==> config.mk <==
export PLATFORM = sky130hd
export DESIGN_NAME = money_reader_flat
export DESIGN_NICKNAME = d
export VERILOG_FILES = /design/src/rtl/money_pkg.sv /design/src/rtl/money_if.sv /design/src/rtl/money_reg.sv /design/src/rtl/money_reader.sv /design/src/flat_wrapper.sv
export SDC_FILE = /design/constraint.sdc
export NUM_CORES = 1
export LEC_CHECK = 0
export ABC_AREA = 1
export CORE_ASPECT_RATIO = 1.5
export CORE_UTILIZATION = 40
export DETAILED_ROUTE_END_ITERATION = 7
export PLACE_DENSITY_LB_ADDON = 0.3
export SYNTH_ARGS = -nofsm -noshare
export SYNTH_HDL_FRONTEND = slang
export SYNTH_SLANG_ARGS = --single-unit
==> constraint.sdc <==
create_clock -name clock -period 1.17 [get_ports clock]
set_input_delay 0.117 -clock clock [delete_from_list [all_inputs] [get_ports clock]]
set_output_delay 0.117 -clock clock [all_outputs]
set_load 0.1 [all_outputs]
==> src/rtl/money_pkg.sv <==
`default_nettype none
// +--------------------------------------------------------------------+
// | money_pkg : shared width, mode encoding and read-FSM state type      |
// | Rev 1.0                                                              |
// +--------------------------------------------------------------------+
package money_pkg;

  localparam int MONEY_W = 4;

  localparam logic MODE_MACHINE  = 1'b0;
  localparam logic MODE_CUSTOMER = 1'b1;

  typedef enum logic [1:0] {
    IDLE    = 2'd0,
    CAPTURE = 2'd1,
    RESP    = 2'd2
  } rd_state_t;

endpackage
`default_nettype wire

==> src/rtl/money_if.sv <==
`default_nettype none
// +--------------------------------------------------------------------+
// | money_if : write port, read handshake and live money values          |
// | Rev 1.0                                                              |
// +--------------------------------------------------------------------+
interface money_if #(
  parameter int MONEY_W = money_pkg::MONEY_W
);

  logic               wr_en;
  logic               wr_mode;
  logic [MONEY_W-1:0] wr_value;
  logic               rd_req;
  logic               rd_mode;
  logic               rd_ack;
  logic               rd_busy;
  logic               rd_valid;
  logic [MONEY_W-1:0] rd_data;
  logic               rd_mode_out;
  logic               rd_stale;
  logic [MONEY_W-1:0] machine_money;
  logic [MONEY_W-1:0] customer_money;
  logic [MONEY_W:0]   total_money;

  modport master (
    output wr_en, wr_mode, wr_value, rd_req, rd_mode, rd_ack,
    input  rd_busy, rd_valid, rd_data, rd_mode_out, rd_stale,
    input  machine_money, customer_money, total_money
  );

  modport slave (
    input  wr_en, wr_mode, wr_value, rd_req, rd_mode, rd_ack,
    output rd_busy, rd_valid, rd_data, rd_mode_out, rd_stale,
    output machine_money, customer_money, total_money
  );

endinterface
`default_nettype wire

==> src/rtl/money_reg.sv <==
`default_nettype none
// +--------------------------------------------------------------------+
// | money_reg : single money register with write enable and reset value  |
// | Rev 1.0                                                              |
// +--------------------------------------------------------------------+
module money_reg #(
  parameter int               WIDTH = 4,
  parameter logic [WIDTH-1:0] INIT  = '0
) (
  input  wire logic             clock,
  input  wire logic             reset,
  input  wire logic             we,
  input  wire logic [WIDTH-1:0] d,
  output logic      [WIDTH-1:0] q
);

  logic [WIDTH-1:0] r_value;

  always_ff @(posedge clock or posedge reset) begin
    if (reset) begin
      r_value <= INIT;
    end else if (we) begin
      r_value <= d;
    end
  end

  assign q = r_value;

endmodule
`default_nettype wire

==> src/rtl/money_reader.sv <==
`default_nettype none
// +--------------------------------------------------------------------+
// | money_reader : machine/customer money storage with snapshot read     |
// | Rev 1.0                                                              |
// +--------------------------------------------------------------------+
module money_reader
  import money_pkg::*;
#(
  parameter int                        MONEY_W       = money_pkg::MONEY_W,
  parameter logic [MONEY_W-1:0]        MACHINE_INIT  = '0,
  parameter logic [MONEY_W-1:0]        CUSTOMER_INIT = '0
) (
  input wire logic clock,
  input wire logic reset,
  money_if.slave   bus
);

  logic [MONEY_W-1:0] w_machine;
  logic [MONEY_W-1:0] w_customer;
  logic               w_wr_machine;
  logic               w_wr_customer;
  logic [MONEY_W-1:0] w_sel_value;
  logic               w_sel_write;

  rd_state_t          r_state;
  logic               r_mode_q;
  logic               r_rd_busy;
  logic               r_rd_valid;
  logic [MONEY_W-1:0] r_rd_data;
  logic               r_rd_mode_out;
  logic               r_rd_stale;

  assign w_wr_machine  = bus.wr_en && (bus.wr_mode == MODE_MACHINE);
  assign w_wr_customer = bus.wr_en && (bus.wr_mode == MODE_CUSTOMER);

  money_reg #(
    .WIDTH (MONEY_W),
    .INIT  (MACHINE_INIT)
  ) u_machine (
    .clock (clock),
    .reset (reset),
    .we    (w_wr_machine),
    .d     (bus.wr_value),
    .q     (w_machine)
  );

  money_reg #(
    .WIDTH (MONEY_W),
    .INIT  (CUSTOMER_INIT)
  ) u_customer (
    .clock (clock),
    .reset (reset),
    .we    (w_wr_customer),
    .d     (bus.wr_value),
    .q     (w_customer)
  );

  // Snapshot source and "source written this edge" both follow the latched mode.
  assign w_sel_value = (r_mode_q == MODE_CUSTOMER) ? w_customer : w_machine;
  assign w_sel_write = bus.wr_en && (bus.wr_mode == r_mode_q);

  always_ff @(posedge clock or posedge reset) begin
    if (reset) begin
      r_state       <= IDLE;
      r_mode_q      <= MODE_MACHINE;
      r_rd_busy     <= 1'b0;
      r_rd_valid    <= 1'b0;
      r_rd_data     <= '0;
      r_rd_mode_out <= 1'b0;
      r_rd_stale    <= 1'b0;
    end else begin
      case (r_state)
        IDLE: begin
          if (bus.rd_req) begin
            r_mode_q  <= bus.rd_mode;
            r_rd_busy <= 1'b1;
            r_state   <= CAPTURE;
          end
        end
        CAPTURE: begin
          r_rd_data     <= w_sel_value;
          r_rd_stale    <= w_sel_write;
          r_rd_mode_out <= r_mode_q;
          r_state       <= RESP;
        end
        RESP: begin
          // rd_valid rises on the first RESP edge; only then is rd_ack honoured.
          if (r_rd_valid && bus.rd_ack) begin
            r_rd_valid <= 1'b0;
            r_rd_busy  <= 1'b0;
            r_rd_stale <= 1'b0;
            r_state    <= IDLE;
          end else begin
            r_rd_valid <= 1'b1;
            if (w_sel_write) begin
              r_rd_stale <= 1'b1;
            end
          end
        end
        default: begin
          r_state    <= IDLE;
          r_rd_busy  <= 1'b0;
          r_rd_valid <= 1'b0;
          r_rd_stale <= 1'b0;
        end
      endcase
    end
  end

  assign bus.rd_busy        = r_rd_busy;
  assign bus.rd_valid       = r_rd_valid;
  assign bus.rd_data        = r_rd_data;
  assign bus.rd_mode_out    = r_rd_mode_out;
  assign bus.rd_stale       = r_rd_stale;
  assign bus.machine_money  = w_machine;
  assign bus.customer_money = w_customer;
  assign bus.total_money    = {1'b0, w_machine} + {1'b0, w_customer};

endmodule
`default_nettype wire
==> src/flat_wrapper.sv <==
// flat-port wrapper written by rule: the top's interface ports become plain ports
module money_reader_flat import money_pkg::*;
#(
  parameter int                        MONEY_W       = money_pkg::MONEY_W,
  parameter logic [MONEY_W-1:0]        MACHINE_INIT  = '0,
  parameter logic [MONEY_W-1:0]        CUSTOMER_INIT = '0
)
  (clock, reset, bus_wr_en, bus_wr_mode, bus_wr_value, bus_rd_req, bus_rd_mode, bus_rd_ack, bus_rd_busy, bus_rd_valid, bus_rd_data, bus_rd_mode_out, bus_rd_stale, bus_machine_money, bus_customer_money, bus_total_money);
  money_if #(.MONEY_W(MONEY_W)) bus_i ();
  input wire logic clock;
  input wire logic reset;
  input wire logic [$bits(bus_i.wr_en)-1:0] bus_wr_en;
  input wire logic [$bits(bus_i.wr_mode)-1:0] bus_wr_mode;
  input wire logic [$bits(bus_i.wr_value)-1:0] bus_wr_value;
  input wire logic [$bits(bus_i.rd_req)-1:0] bus_rd_req;
  input wire logic [$bits(bus_i.rd_mode)-1:0] bus_rd_mode;
  input wire logic [$bits(bus_i.rd_ack)-1:0] bus_rd_ack;
  output wire logic [$bits(bus_i.rd_busy)-1:0] bus_rd_busy;
  output wire logic [$bits(bus_i.rd_valid)-1:0] bus_rd_valid;
  output wire logic [$bits(bus_i.rd_data)-1:0] bus_rd_data;
  output wire logic [$bits(bus_i.rd_mode_out)-1:0] bus_rd_mode_out;
  output wire logic [$bits(bus_i.rd_stale)-1:0] bus_rd_stale;
  output wire logic [$bits(bus_i.machine_money)-1:0] bus_machine_money;
  output wire logic [$bits(bus_i.customer_money)-1:0] bus_customer_money;
  output wire logic [$bits(bus_i.total_money)-1:0] bus_total_money;
  assign bus_i.wr_en = bus_wr_en;
  assign bus_i.wr_mode = bus_wr_mode;
  assign bus_i.wr_value = bus_wr_value;
  assign bus_i.rd_req = bus_rd_req;
  assign bus_i.rd_mode = bus_rd_mode;
  assign bus_i.rd_ack = bus_rd_ack;
  assign bus_rd_busy = bus_i.rd_busy;
  assign bus_rd_valid = bus_i.rd_valid;
  assign bus_rd_data = bus_i.rd_data;
  assign bus_rd_mode_out = bus_i.rd_mode_out;
  assign bus_rd_stale = bus_i.rd_stale;
  assign bus_machine_money = bus_i.machine_money;
  assign bus_customer_money = bus_i.customer_money;
  assign bus_total_money = bus_i.total_money;
  money_reader #(.MONEY_W(MONEY_W), .MACHINE_INIT(MACHINE_INIT), .CUSTOMER_INIT(CUSTOMER_INIT)) u_core (.clock(clock), .reset(reset), .bus(bus_i));
endmodule
---- Word-level counts from Yosys, hierarchy flattened ----
Index checks and enable logic that the tools add are counted.
storage, ports and cells
  output and inout bits ................... 21
  word-level logic and storage cells ...... 41
  flip-flop bits (word level) ............. 19
operators by class
  eq/ne operators ......................... 6
  reductions and logical operators ........ 10
  $add $sub $neg .......................... 1
  muxes and demuxes ....................... 12
  bitwise gates (word level) .............. 3
operators with widths
  cell                                                                    number
  1-bit one-hot mux with 3 select lines                                   2
  2-bit one-hot mux with 3 select lines                                   1
  2-bit AND reduction                                                     3
  4-bit by 4-bit adder with 5-bit output                                  1
  1-bit 2-to-1 mux                                                        5
  1-bit logical AND                                                       4
  2-bit 2-to-1 mux                                                        2
  4-bit 2-to-1 mux                                                        1
  3-bit by 1-bit != test with 1-bit output (second input constant)        1
  1-bit NOT                                                               3
  3-bit AND reduction                                                     1
  2-bit by 1-bit equality test with 1-bit output (second input constant)  1
  2-bit equality test (second input constant)                             1
  2-bit logical NOT                                                       1
  2-bit by 1-bit != test with 1-bit output (second input constant)        1
  2-bit != test (second input constant)                                   1
  1-bit one-hot mux with 2 select lines                                   1
  2-bit OR reduction                                                      1
  1-bit equality test                                                     1

---- Longest topological paths before layout ----
  word-level depth ........................ 5
  gate-level depth with buffers ........... 8
  depth with buffers taken out ............ 8

---- By module ----
From an unflattened synthesis, not the netlist that was laid out.
second synthesis, totals
  cell total of the unflattened synthesis .. 119
  area, all modules ....................... 999.7 µm²
by module, submodules not included
  module        area an instance (µm²)  cells each  times used
  money_reader  694.4                   83          1
  money_reg     152.6                   18          2

---- Least setup slack after synthesis ----
Ideal clock, no wire load.
  path type ............................... register to output
  from .................................... reg u_core.u_machine.r_value[2], in the netlist u_core.u_machine.q[2]
  to ...................................... out bus_total_money[3]
  cell stages (with the launch flop) ...... 5
  slack ................................... -1935 ps
  arrival ................................. 2988 ps
  cells stage by stage .................... dfrtp_1 -> ha_1 -> a21oi_1 -> nand2_1 -> xor2_1
on the way
  word-level cells in the longest chain between the ends .. 1
RTL lines
  what                                    line                 text
  start, declared                         money_reg.sv:17      logic [WIDTH-1:0] r_value;
  start signal, assigned                  money_reg.sv:21      r_value <= INIT;
  start signal, assigned                  money_reg.sv:23      r_value <= d;
  4-bit by 4-bit adder with 5-bit output  money_reader.sv:117  assign bus.total_money = {1'b0, w_machine} + {1'b0, w_customer};
  end, declared                           flat_wrapper.sv:25   output wire logic [$bits(bus_i.total_money)-1:0] bus_total_money;
No other way between the ends.

---- Worst setup path in the final report ----
  from .................................... reg u_core.u_customer.r_value[0], in the netlist u_core.u_customer.q[0]
  to ...................................... out bus_total_money[2]
on the way
  word-level cells in the longest chain between the ends .. 1
RTL lines
  what                                    line
  start, declared                         money_reg.sv:17
  start signal, assigned                  money_reg.sv:21
  start signal, assigned                  money_reg.sv:23
  4-bit by 4-bit adder with 5-bit output  money_reader.sv:117
No other way between the ends.

==> results.yml <==
yosys:
  yosysSeqAreaShare_pct: 47.8
  postSynthNetCount: 132
  yosys-top-cells-area: "dfrtp_1, nand2_1, ha_1"
  synth.distinct_cells: 15
  synth_seq_cells: 19
  syn_area_per_cell_um2: 8.88
  syn_area_um2: 995
  synth_top_area_share_pct: 47.8
  synth_top_cell_by_area: "dfrtp_1"
  syn_inst: 112
  yosysWarnings: 0
sta:
  fin_crit_ps: 1890
  max_freq_mhz: 530
  worst_slack_ps: -718
  tightest_slew_ps: 283
  hold_violations: 0
  finalSetupTns_ps: -3960
  fin_crit_sh_pct: 161
  final_max_slew_viol_count: 0
  clock_skew_ps: 4.87
  setup_violations: 17
  rsz0062_at_grt: "true"
  slew_headroom_pct: 80.9
placement:
  placement.io_buffers: 31
  dp_hpwl_um: 2240
  place_congestion: 0.834
  place_inst: 183
  dp_worst_setup_slack_ps: -391
routing:
  wl_um: 3570
  viasPerCell: 5.25
  drt_iter0_markers: 33
  drc_errors: 0
  avgRoutedWirePerCell_um: 18.1
  dr.pass1.iters: 4
  via_count: 1035
  ant_nets: 0
floorplan:
  boundaryPins: 32
  fp.dieH_um: 63.1
  core_um2: 2290
  dieArea_um2: 2690
  initial_core_util_pct: 43.5
  rows: 21
  die_width_um: 42.7
worst_setup_path:
  arrival_ps: 1770
  cp_slowest_cell: "dfrtp_4"
  critPathCaptureType: "output pin"
  path_cells: "ha_4, fa_2, xor2_4, buf_12"
  crit_fanout: 2
  r2r-start: "u_core.u_machine.q[2]"
  reg2regPathDepth: 6
  reg2reg_slack_ps: -150
  required_ps: 1050
  r2r_end: "u_core.bus.rd_data[2]"
  crit_type: "reg2out"
  cp-start-kind: "flip-flop"
  max_stage_delay_ps: 510
clock_network:
  cts_tree: "done"
  clk_pin_slew_worst_paths_ps: 110
  clock_path_buffers: 2
  cts_buffers: 3
  ctsHoldBuffers: 0
  htreeDepth: 1
  clk_latency_ps: 310
  cts-root-buf: "clkbuf_4"
  clock-sinks: 19
power:
  power_mw: 5.93
  irDropWorstVdd_uv: 1920
  power_per_cell_area_nw_per_um2: 2920
  leakagePower_nw: 0.948
outcome:
  status: "complete, but fails checks"
  violations: "negative setup slack"
grt:
  overflow: 0
  grt_max_degree: 20
  track_usage_pct: 24.7
  antenna_found_initial: 0
  grt_pass1_wl_um: 4770
  grt_pass1_vias: 1019
flow_run:
  max_cap_viol_count: 0
cells_and_area:
  drive_gt1_share_pct: 54.6
  utilization_pct: 88.8
  num-nets-final: 195
  stdcell_count: 197
  n_antenna_cell: 0
  area_growth_syn_to_layout_pct: 104
min_path:
  hold_class: "in2async"
cells in the mapped netlist:
cell type and instances:
nand2_1 28, a21oi_1 4, nand3_1 3, fa_1 1, ha_1 8, xor2_1 2
o21ai_4 1, nor2_1 8, nand2_2 2, inv_1 12, o21ai_0 20, inv_2 2
nand3_2 1, nand3b_4 1, dfrtp_1 19
routing by layer:
metal,GRT usage [%],share of wire [%],up-vias
li1,-,-,483
met1,22.9,33,489
met2,48.1,59,51
met3,3.44,4.2,12
met4,13.7,3.8,0
met5,0,0,-
stage by stage:
step	instance area (µm²)	hold WS (ps)
finish	2030	120
CTS	1920	125
floorplan	1100	67.9
global route	2030	147
global placement	1780	453
detailed placement	1780	468
power breakdown:
group	switching (mW)	internal (mW)
Sequential	0.295	0.907
Clock	0.209	0.133
Combinational	2.70	1.69
placed cells by master, fill, tap and decap left out:
master           netlist  layout
fa_2                   0       1
nand3_1                3       1
nand2_2                2       4
buf_6                  0      14
buf_4                  0      13
dfrtp_1               19       7
dfrtp_2                0       7
xor2_4                 0       2
a21oi_1                4       3
o21ai_2                0       1
nand2_1               28      23
clkbuf_1               0       1
nor2_2                 0       2
a21oi_2                0       1
buf_12                 0      21
clkdlybuf4s50_1        0      10
o21ai_0               20      11
ha_4                   0       5
inv_2                  2       4
nor2_1                 8       5
inv_1                 12       8
nand2_4                0       3
nand3_2                1       3
inv_4                  0       2
nand3b_4               1       1
o21ai_1                0       7
dfrtp_4                0       5
clkbuf_4               0       3
ha_1                   8       3
o21ai_4                1       2
nor2_4                 0       1
flip-flops by register name (all words and copies together), names as in the netlist:
| name | count |
|---|---|
| u_core.r_state | 2 |
| u_core.bus.rd_mode_out | 1 |
| u_core.u_customer.q | 4 |
| u_core.u_machine.q | 4 |
| u_core.bus.rd_stale | 1 |
| u_core.bus.rd_data | 4 |
| u_core.bus.rd_busy | 1 |
| u_core.bus.rd_valid | 1 |
| u_core.r_mode_q | 1 |
worst max path at each step:
| stage | slack, ps | depth (start not counted) | start | end |
|---|---|---|---|---|
| 2_1_floorplan | -770 | 3 | u_core.u_machine.q[0] | bus_total_money[2] |
| 3_3_place_gp | -360 | 4 | u_core.u_machine.q[0] | bus_total_money[2] |
| 3_5_place_dp | -390 | 5 | u_core.u_machine.q[0] | bus_total_money[4] |
| 4_1_cts | -720 | 4 | u_core.u_machine.q[0] | bus_total_money[2] |
| 5_1_grt | -760 | 4 | u_core.u_customer.q[0] | bus_total_money[2] |
| 6_report | -720 | 4 | u_core.u_customer.q[0] | bus_total_money[2] |
area by class of cell:
class / count / area (µm²)
sequential: 19 / 503
fill: 97 / 256
clock buffer: 4 / 26.3
timing repair buffer: 58 / 776
multi-input combinational: 79 / 638
tap: 23 / 28.8
inverter: 14 / 57.6
kinds of logic after synthesis:
family | after synthesis | share of synthesized area (%)
compound gates | 25 | 13.7
buf+inv | 14 | 5.28
fa+ha+maj | 9 | 12.1
flops | 19 | 47.8
simple gates | 43 | 19.4
xor+xnor | 2 | 1.76
what timing repair did:
action,CTS,global route
setup endpoints to repair,19,22
buffers inserted,7,4
pin swaps,11,11
gates resized for setup,21,29
cloned,0,0
critical path: cells and delay by family (launching register included):
| kind | cells | cell delay [ps] |
|---|---|---|
| XOR/XNOR | 1 | 190 |
| adder cells (fa/ha/maj) | 2 | 570 |
| buffers and inverters | 1 | 190 |
| flip-flops | 1 | 510 |
Power figures use the tool's default switching activity.
